[config.mk]
export PLATFORM = sky130hd
export DESIGN_NAME = inverter_unit
export DESIGN_NICKNAME = d
export VERILOG_FILES = /design/src/rtl/inverter_pkg.sv /design/src/rtl/inverter_pipe_stage.sv /design/src/rtl/inverter_unit.sv
export SDC_FILE = /design/constraint.sdc
export NUM_CORES = 1
export LEC_CHECK = 0
export CAP_MARGIN = 20
export CORE_AREA = 2 2 39 41
export CTS_BUF_LIST = sky130_fd_sc_hd__clkbuf_16
export DETAILED_ROUTE_END_ITERATION = 8
export DIE_AREA = 0 0 41 43
export MAX_ROUTING_LAYER = met4
export SKIP_CTS_REPAIR_TIMING = 1
export SLEW_MARGIN = 20
export SYNTH_ARGS = -nofsm -noshare
export SYNTH_HDL_FRONTEND = slang
export SYNTH_SLANG_ARGS = --single-unit
[constraint.sdc]
create_clock -name clk -period 2.5 [get_ports clk]
set_input_delay 0.5 -clock clk [delete_from_list [all_inputs] [get_ports clk]]
set_output_delay 0.5 -clock clk [all_outputs]
set_load 0.1 [all_outputs]
[src/rtl/inverter_pkg.sv]
// Shared constants and helpers for the inverter_unit polarity-correction cell.
package inverter_pkg;

  localparam int unsigned PIPE_STAGES_MAX = 4;
  localparam int unsigned TOGGLE_CNT_W    = 16;

  // Saturating increment for the optional toggle counter.
  function automatic logic [TOGGLE_CNT_W-1:0] sat_inc(input logic [TOGGLE_CNT_W-1:0] v);
    return (v == {TOGGLE_CNT_W{1'b1}}) ? v : v + TOGGLE_CNT_W'(1);
  endfunction

endpackage

[src/rtl/inverter_pipe_stage.sv]
// One data+valid register of the q pipeline; data loads only when i_en is set.
module inverter_pipe_stage #(
  parameter int unsigned DATA_W = 1
) (
  input  logic              clk,
  input  logic              rst,
  input  logic              i_en,
  input  logic              i_valid,
  input  logic [DATA_W-1:0] i_data,
  output logic              o_valid,
  output logic [DATA_W-1:0] o_data
);

  logic              r_valid;
  logic [DATA_W-1:0] r_data;

  // Valid advances every cycle; data holds when not enabled.
  always_ff @(posedge clk or posedge rst) begin
    if (rst) begin
      r_valid <= 1'b0;
      r_data  <= '0;
    end else begin
      r_valid <= i_valid;
      if (i_en) r_data <= i_data;
    end
  end

  assign o_valid = r_valid;
  assign o_data  = r_data;

endmodule

[src/rtl/inverter_unit.sv]
// Bit-wise inverter: combinational o = ~i plus a masked, valid-qualified q pipeline.
// Optional toggle counter on q enabled by INVERTER_UNIT_TOGGLE_CNT_EN.
module inverter_unit
  import inverter_pkg::*;
#(
  parameter int unsigned       DATA_W      = 1,
  parameter int unsigned       PIPE_STAGES = 1,
  parameter logic [DATA_W-1:0] MASK_RST    = {DATA_W{1'b1}}
) (
  input  logic              clk,
  input  logic              rst,
  input  logic [DATA_W-1:0] i,
  output logic [DATA_W-1:0] o,
  input  logic              mask_wr,
  input  logic [DATA_W-1:0] mask_in,
  input  logic              in_valid,
  output logic [DATA_W-1:0] q,
  output logic              q_valid
`ifdef INVERTER_UNIT_TOGGLE_CNT_EN
  ,
  output logic [TOGGLE_CNT_W-1:0] toggle_cnt
`endif
);

  typedef logic [DATA_W-1:0] data_t;

  // Out-of-range stage counts clamp into 1..PIPE_STAGES_MAX.
  localparam int unsigned N_STAGES =
    (PIPE_STAGES > PIPE_STAGES_MAX) ? PIPE_STAGES_MAX :
    ((PIPE_STAGES < 1) ? 1 : PIPE_STAGES);

  data_t r_mask;
  data_t w_data  [N_STAGES+1];
  logic  w_valid [N_STAGES+1];

  // Pure 4-state inversion, independent of clock, reset and mask.
  assign o = ~i;

  always_ff @(posedge clk or posedge rst) begin
    if (rst)          r_mask <= MASK_RST;
    else if (mask_wr) r_mask <= mask_in;
  end

  assign w_data[0]  = i ^ r_mask;
  assign w_valid[0] = in_valid;

  for (genvar k = 0; k < N_STAGES; k++) begin : g_stage
    logic w_en;
    if (k == 0) begin : g_first
      assign w_en = in_valid;
    end else begin : g_rest
      assign w_en = 1'b1;
    end

    inverter_pipe_stage #(.DATA_W(DATA_W)) u_stage (
      .clk     (clk),
      .rst     (rst),
      .i_en    (w_en),
      .i_valid (w_valid[k]),
      .i_data  (w_data[k]),
      .o_valid (w_valid[k+1]),
      .o_data  (w_data[k+1])
    );
  end

  assign q       = w_data[N_STAGES];
  assign q_valid = w_valid[N_STAGES];

`ifdef INVERTER_UNIT_TOGGLE_CNT_EN
  logic [TOGGLE_CNT_W-1:0] r_toggle_cnt;
  data_t                   r_prev_q;
  logic                    r_have_prev;

  // Counts changes between consecutive valid q words; the first valid only seeds r_prev_q.
  always_ff @(posedge clk or posedge rst) begin
    if (rst) begin
      r_toggle_cnt <= '0;
      r_prev_q     <= '0;
      r_have_prev  <= 1'b0;
    end else if (q_valid) begin
      if (r_have_prev && (q != r_prev_q)) r_toggle_cnt <= sat_inc(r_toggle_cnt);
      r_prev_q    <= q;
      r_have_prev <= 1'b1;
    end
  end

  assign toggle_cnt = r_toggle_cnt;
`endif

endmodule

Yosys cells after proc, flatten, opt, wreduce, memory -nomap -nowiden
Index checks and enable logic that the tools add are counted. Widths: inputs -> output; s select.

Flip-flop bits (word level): 3. Input bits: 6. Output and inout bits: 3. Logic and storage cells: 5.

Bitwise operators: 2.

Operators by type and width (count): $not 1->1 (1); $xor 1x1->1 (1).

Longest topological paths before layout
Gate-level depths: netlist (run 1).

Depth in word-level cells: 1. Depth in mapped cells: 2. Mapped depth without buffers: 2.

Hierarchy
A second synthesis (run 1) with hierarchy kept.

Cells, all modules: 9. Area total of the unflattened synthesis: 126.4 sq um.

Modules (own cells, without submodules): inverter_pipe_stage (instances 1, cells an instance 4, area an instance 68.8 sq um, seq. area each 50.0 sq um); inverter_unit (instances 1, cells an instance 5, area an instance 57.6 sq um, seq. area each 26.3 sq um).

Worst setup path after synthesis (run 1)
No wires, ideal clock.

Path kind: input to output. Start: input port i. End: output port o. Arrival time: 1.077 ns. Data required time: 2.000 ns. Setup slack: 0.923 ns. Cell stages on the path: 1. Path buffers: 0. Cell sequence: inv_1.

Word-level cells in the longest chain between the ends: 1.

Ends and longest elaborated chain: from (decl) (line inverter_unit.sv:12) `input logic [DATA_W-1:0] i,`; $not 1->1 (line inverter_unit.sv:37) `assign o = ~i;`; to (decl) (line inverter_unit.sv:13) `output logic [DATA_W-1:0] o,`.

Every way passes these cells.

Worst setup path after layout (run 1)
Ends and elaborated chain as after synthesis.

==> summary.md, run 1 <==
| Metric | Value |
|---|---|
| Status | finished, final reports clean |
| Max-Cap Viols | 0 |
| Global-route wire length before repair | 345 um |
| DRT met1 WL | 79 um |
| Crit start category | input pin |
| Post-synth top area share | 0.444 |
| Cell Count, Final, Fillers Out | 37 |
| Top cells by area, synth | dfrtp_1 (44%), dfstp_2 (23%), mux2_2 (10%) |
| Pre-Repair DR Iteration Count | 2 |
| Post-synthesis mux area share | 0.100 |
| DRC errors left | 0 |
| Setup Crit Path Kind | in2out |
| Wire length per cell | 7.27 um |
| Fill count | 153 |
| EDFF count, synth | 0 |
| Lkg Pwr | 0.134 nW |
| Area delta synth->final | 163% |
| Critical path's top delay family | buffers and inverters |
| Ratio of cells with drive above 1 in the final layout | 0.381 |
| Clock Latency Late Sink | 0.22 ns |
| Worst rel slew slack | 0.816 |
| Largest net degree at the start of global routing | 4 |
| Yosys cell types | 7 |
| Routed wire length | 269 um |
| Met2 WL post-DR | 111 um |
| Final hold vios | 0 |
| Die area | 0.00176 mm^2 |
| Leading area contributor after synthesis | dfrtp_1 |
| CTS tree | built |
| Sequential share of the synthesized area | 0.678 |
| Setup TNS | 0 ns |
| Slowest stage delay, CP | 0.49 ns |
| WL met3 | 47 um |
| Largest family of logic cells by synthesized area | multiplexers |
| Slew @ Worst Pin | 0.278 ns |
| Syn nets | 15 |
| Adder-cell area share of the yosys netlist | 0 |
| Vias per Instance | 2.92 |
| RSZ-0062 raised after global routing | false |
| DRT antenna net count | 0 |
| Dpl cells | 33 |
| Via count | 108 |
| # setup viols final | 0 |
| Cells after synthesis | 9 |
| Async S/R FF share, synth | 1.00 |
| H-tree levels | 1 |
| Clock skew | 0.000725 ns |
| Reg area | 76.3 um^2 |
| Max Slew Vio Count | 0 |
| Required time worst endpoint | 2.00 ns |
| Worst-path maximum fanout | 2 |
| Multi-input logic area | 28.8 um^2 |
| TritonCTS Buffers | 3 |
| Worst vdd ir | 0.000183 V |
| Synth Flop Type | dfrtp_1 |
| Yosys warning count | 0 |
| Core area | 0.00138 mm^2 |
| Total gr overflow | 0 |
| Compound-Gate Fraction of Synth Area | 0.0444 |
| Total Power | 0.000362 W |
| CP cell instances | clkdlybuf4s50_1 -> inv_1 -> buf_12 |
| FMAX | 0.577 GHz |
| Slowest CP cell | clkdlybuf4s50_1 |
| Crit path DAT | 1.23 ns |
| First DRT Iteration DRCs | 1 |
| CTS root buf | clkbuf_16 |
| Area share of xor/xnor cells in the synthesized design | 0.0778 |
| Row cnt | 14 |
| Die Wd | 41 um |
| Mapped Avg Cell Area | 12.5 um^2 |
| Initial Util | 0.0814 |
| Pwr/cell area | 1220 mW/mm^2 |
| GP Congestion | 0.415 |
| Post-Syn Area | 113 um^2 |
| Port Buffers | 8 |
| Final #Nets | 28 |
| CTS max path bufs | 2 |
| Clock-pin slew on the worst setup and hold paths | 0.03 ns |
| Ant. Diodes | 0 |
| Buf/Inv on CP | 3 |
| Worst Setup End Kind | primary output |
| Post-synthesis register bit count | 3 |
| DR top layer | met4 |
| Initial antenna violation count | 0 |
| Final min period | 1.73 ns |
| Synth Area in Simple Gates | 0.0333 |
| Vias in the first global route | 100 |
| Min-Delay Path Class | in2async |
| Clock Sink Count | 3 |
| Post-route clock period utilization | 0.694 |
| GRT Total Usage | 0.0421 |
| Num ports | 9 |
| Synth top cells by count | dfrtp_1 (2), inv_1 (2) |
| Chip height | 43 um |
## worst reg2reg max path, delay by kind of cell (launching register included)
family                    cells  cell delay (ns)
DFF                           1             0.53
xor gates and xnor gates      1             0.12
AOI/OAI and AO/OA             1             0.08
## cells by family after synthesis
family | Yosys count
AOI/OAI and AO/OA | 1
xor gates and xnor gates | 1
buffers and inverters | 2
DFF | 3
muxes | 1
and+or+nand+nor | 1
## final cells by class
type | instances | share of cell area
clock buffers | 3 | 0.253
clock inverters | 1 | 0.0127
inverters | 2 | 0.0253
multi-input cells | 4 | 0.0970
flip-flops and latches | 3 | 0.257
well taps | 16 | 0.0675
repair buffers | 8 | 0.287
## worst paths after layout
check / start / endpoint / slack, ns / cells past startpoint
max: i / o / 0.77 / 3
min: rst / g_stage[0].u_stage.o_data / 0.45 / 2
max reg2reg: r_mask / g_stage[0].u_stage.o_data / 1.66 / 2
min reg2reg: g_stage[0].u_stage.o_data / g_stage[0].u_stage.o_data / 0.53 / 2
max in group asynchronous: rst / r_mask / 1.84 / 2
min in group clk: g_stage[0].u_stage.o_data / g_stage[0].u_stage.o_data / 0.53 / 2
## per-layer routing
metal  vias to the layer above  GRT usage
li1                         50          -
met1                        44     0.0288
met3                         4          0
met5                         -          -
met2                        10     0.0344
met4                         0      0.140
## state kept, by name (all words and copies together) (netlist names)
name,cells
g_stage.u_stage.o_data,1
r_mask,1
g_stage.u_stage.o_valid,1
## cell usage in the layout, fill, tap and decap left out
| master | n |
|---|---|
| inv_1 | 3 |
| mux2_2 | 1 |
| dfstp_2 | 1 |
| clkdlybuf4s50_1 | 5 |
| buf_4 | 2 |
| dfrtp_1 | 2 |
| buf_12 | 1 |
| clkbuf_16 | 3 |
| xnor2_1 | 1 |
| nor2_1 | 1 |
| a21oi_1 | 1 |
## report_power, final
group	switching, W	internal (W)	total (W)
combinational	0.0000378	0.0000185	0.0000563
clock	0.0000420	0.000206	0.000248
sequential	0.00000256	0.0000551	0.0000576
## metrics by stage
step | utilization | instance area (um^2) | hold slack (ns) | setup slack, ns
2_1_floorplan | - | 113 | 0.253 | 0.923
3_3_place_gp | 0.157 | 218 | 0.517 | 0.757
3_5_place_dp | 0.157 | 218 | 0.532 | 0.768
4_1_cts | 0.214 | 297 | 0.449 | 0.762
5_1_grt | 0.214 | 297 | 0.464 | 0.728
6_report | 0.214 | 297 | 0.447 | 0.766
(Power assumes the default switching activity.)
==> run 2: changes to the inputs <==
clock period = 1.6 ns   (was 2.5 ns; I/O delays follow)
==> run 2 against run 1 <==
Power grew 61%. Final cell count is the same. Die area is the same. Clock power grew 56%. Final area grew 8.4%. Global-route usage shrank 0.20 points. Sequential cell count is the same. Setup slack lost 0.54 ns. Critical endpoint unchanged.
==> summary.md, run 2 (synthesis gave the netlist of run 1 again) <==
| Metric | Value |
|---|---|
| FMAX | 0.729 GHz |
| Ratio of cells with drive above 1 in the final layout | 0.381 (unchanged) |
| Most frequent cells in the layout | clkdlybuf4s50_1 (5), inv_1 (3), clkbuf_16 (3), buf_12 (3), dfrtp_1 (2) |
| Worst Hold Slack | 0.274 ns (-0.173 ns) |
| CP cell instances | clkdlybuf4s50_1 -> inv_1 -> buf_12 |
| Chip height | 43 um (unchanged) |
| Lkg Pwr | 0.143 nW (+7.1%) |
| Slowest CP cell | clkdlybuf4s50_1 |
| Largest net degree at the start of global routing | 4 (unchanged) |
| Port Buffers | 8 (unchanged) |
| Via count | 104 (-3.7%) |
| First DRT Iteration DRCs | 4 (+3) |
| Die Wd | 41 um (unchanged) |
| Area delta synth->final | 186% |
| Final #Nets | 28 (unchanged) |
| Row cnt | 14 (unchanged) |
| Initial antenna violation count | 0 (unchanged) |
| Num ports | 9 (unchanged) |
| Clock skew | 0.00163 ns (+0.000905 ns) |
| Power share of the combinational group | 0.174 (+0.018) |
| Vias in the first global route | 101 (+1.0%) |
| Required time worst endpoint | 1.28 ns (-0.72 ns) |
| # setup viols final | 0 (unchanged) |
| Final min period | 1.37 ns |
| Max-Cap Viols | 0 (unchanged) |
| Crit start category | input pin |
| Initial Util | 0.0814 (unchanged) |
| Min-Delay Path Class | in2async |
| CTS root buf | clkbuf_16 |
| Pwr/cell area | 1810 mW/mm^2 (+48%) |
| Worst rel slew slack | 0.910 (+0.0931) |
| GP Congestion | 0.449 (+8.0%) |
| Commonest non-fill, non-tap cell in the layout | clkdlybuf4s50_1 |
| CTS tree | built |
| R2R depth | 2 (unchanged) |
| Clock-pin slew on the worst setup and hold paths | 0.03 ns (about the same) |
| Global-route wire length before repair | 331 um (-4.1%) |
| Core area | 0.00138 mm^2 (unchanged) |
| Clock Sink Count | 3 (unchanged) |
| Ant. Diodes | 0 (unchanged) |
| Clock Latency Late Sink | 0.22 ns (about the same) |
| Die area | 0.00176 mm^2 (unchanged) |
| GRT Total Usage | 0.0401 (-0.00201) |
| Dpl cell area | 243 um^2 (+11%) |
| Crit path DAT | 1.05 ns (-0.18 ns) |
| RSZ-0062 raised after global routing | false |
| Setup ws final | 0.229 ns (-0.537 ns) |
| Switching pwr | 0.000132 W (+61%) |
| Place WS | 0.229 ns (-0.540 ns) |
| Wire length per cell | 6.73 um (-7.4%) |
| Slowest stage delay, CP | 0.49 ns (about the same) |
| FF-to-FF End | g_stage[0].u_stage.o_data |
| TritonCTS Buffers | 3 (unchanged) |
| Pre-Repair DR Iteration Count | 4 (+2) |
| Design area | 322 um^2 (+8.4%) |
| Vias per Instance | 2.81 (-3.7%) |
| Post-route clock period utilization | 0.857 |
| DRT antenna net count | 0 (unchanged) |
| Reg-to-reg slack, setup | 0.76 ns (-0.90 ns) |
| Max Slew Vio Count | 0 (unchanged) |
| Setup TNS | 0 ns (unchanged) |
| Worst-path maximum fanout | 2 (unchanged) |
| Routed wire length | 249 um (-7.4%) |
| Final hold vios | 0 (unchanged) |
| Int Power | 0.000450 W (+61%) |
| Fill count | 146 (-4.6%) |
| Setup Crit Path Kind | in2out |
| Worst vdd ir | 0.000456 V (+150%) |
| Slew @ Worst Pin | 0.135 ns (-0.143 ns) |
| Total gr overflow | 0 (unchanged) |
| DRC errors left | 0 (unchanged) |
| Clock power share | 0.667 (-0.018) |
| CTS max path bufs | 2 (unchanged) |
| Status | finished, final reports clean |
| R2r startpoint | r_mask |
| Reg power frac | 0.159 (about the same) |
| H-tree levels | 1 (unchanged) |
| Worst Setup End Kind | primary output |
| Net Sw Frac | 0.227 (-0.000519) |
==> run 2: changes by cell type in the layout (fill, tap and decap cells not counted) <==
cell,previous run,this run
buf_12,1,3
buf_4,2,0
==> run 2: power groups by stage <==
stage / logic, W / registers [W] / clock network [W]
finish: 0.000101 / 0.0000927 / 0.000388
global route: 0.000105 / 0.0000936 / 0.000404
CTS: 0.000102 / 0.0000931 / 0.000394
detailed placement: 0.000101 / 0.0000938 / 0
global placement: 0.000101 / 0.0000940 / 0
floorplan: 0.0000204 / 0.000129 / 0
==> run 2: how the worst max path moves through the flow <==
stage / start / endpoint / slack [ns] / cells after the start
after detailed placement: i / o / 0.23 / 3
final: i / o / 0.23 / 3
after global routing: i / o / 0.20 / 3
after global placement: i / o / 0.23 / 3
after floorplan: g_stage[0].u_stage.o_data / q / 0.38 / 0
after CTS: i / o / 0.22 / 3
==> run 2: layer usage <==
metal,up-vias,wire (um),GRT usage
met3,0,33,0.0314
met4,0,0,0.100
li1,51,-,-
met1,47,83,0.0225
met5,-,0,-
met2,6,132,0.0344
==> run 2: critical path: cells and delay by family <==
family,cells,cell delay [ns]
buf+inv,3,0.72
==> run 2: stage by stage <==
step	util	instances	power (W)
after floorplan	-	9	0.000149
after global placement	0.175	33	0.000195
after detailed placement	0.175	33	0.000195
after CTS	0.232	37	0.000589
after global routing	0.232	37	0.000602
final	0.232	37	0.000582
==> run 2: final cells by class <==
type | instances | area, um^2 | share of cell area
Clock buffer | 3 | 75.1 | 0.233
Clock inverter | 1 | 3.75 | 0.0117
Sequential cell | 3 | 76.3 | 0.237
Timing Repair Buffer | 8 | 110 | 0.342
Tap cell | 16 | 20.0 | 0.0623
Inverter | 2 | 7.51 | 0.0233
Multi-Input combinational cell | 4 | 28.8 | 0.0895
==> run 3: changes to the inputs <==
MAX_ROUTING_LAYER = unset   (was met4)
==> results of run 3 <==
Same layout as run 2: the final DEF is identical, and so are final timing and power.
Main changes from that run: final weighted congestion in routability-driven placement 0.449 -> 0.450; overall routing resource usage 0.0401 -> 0.0392
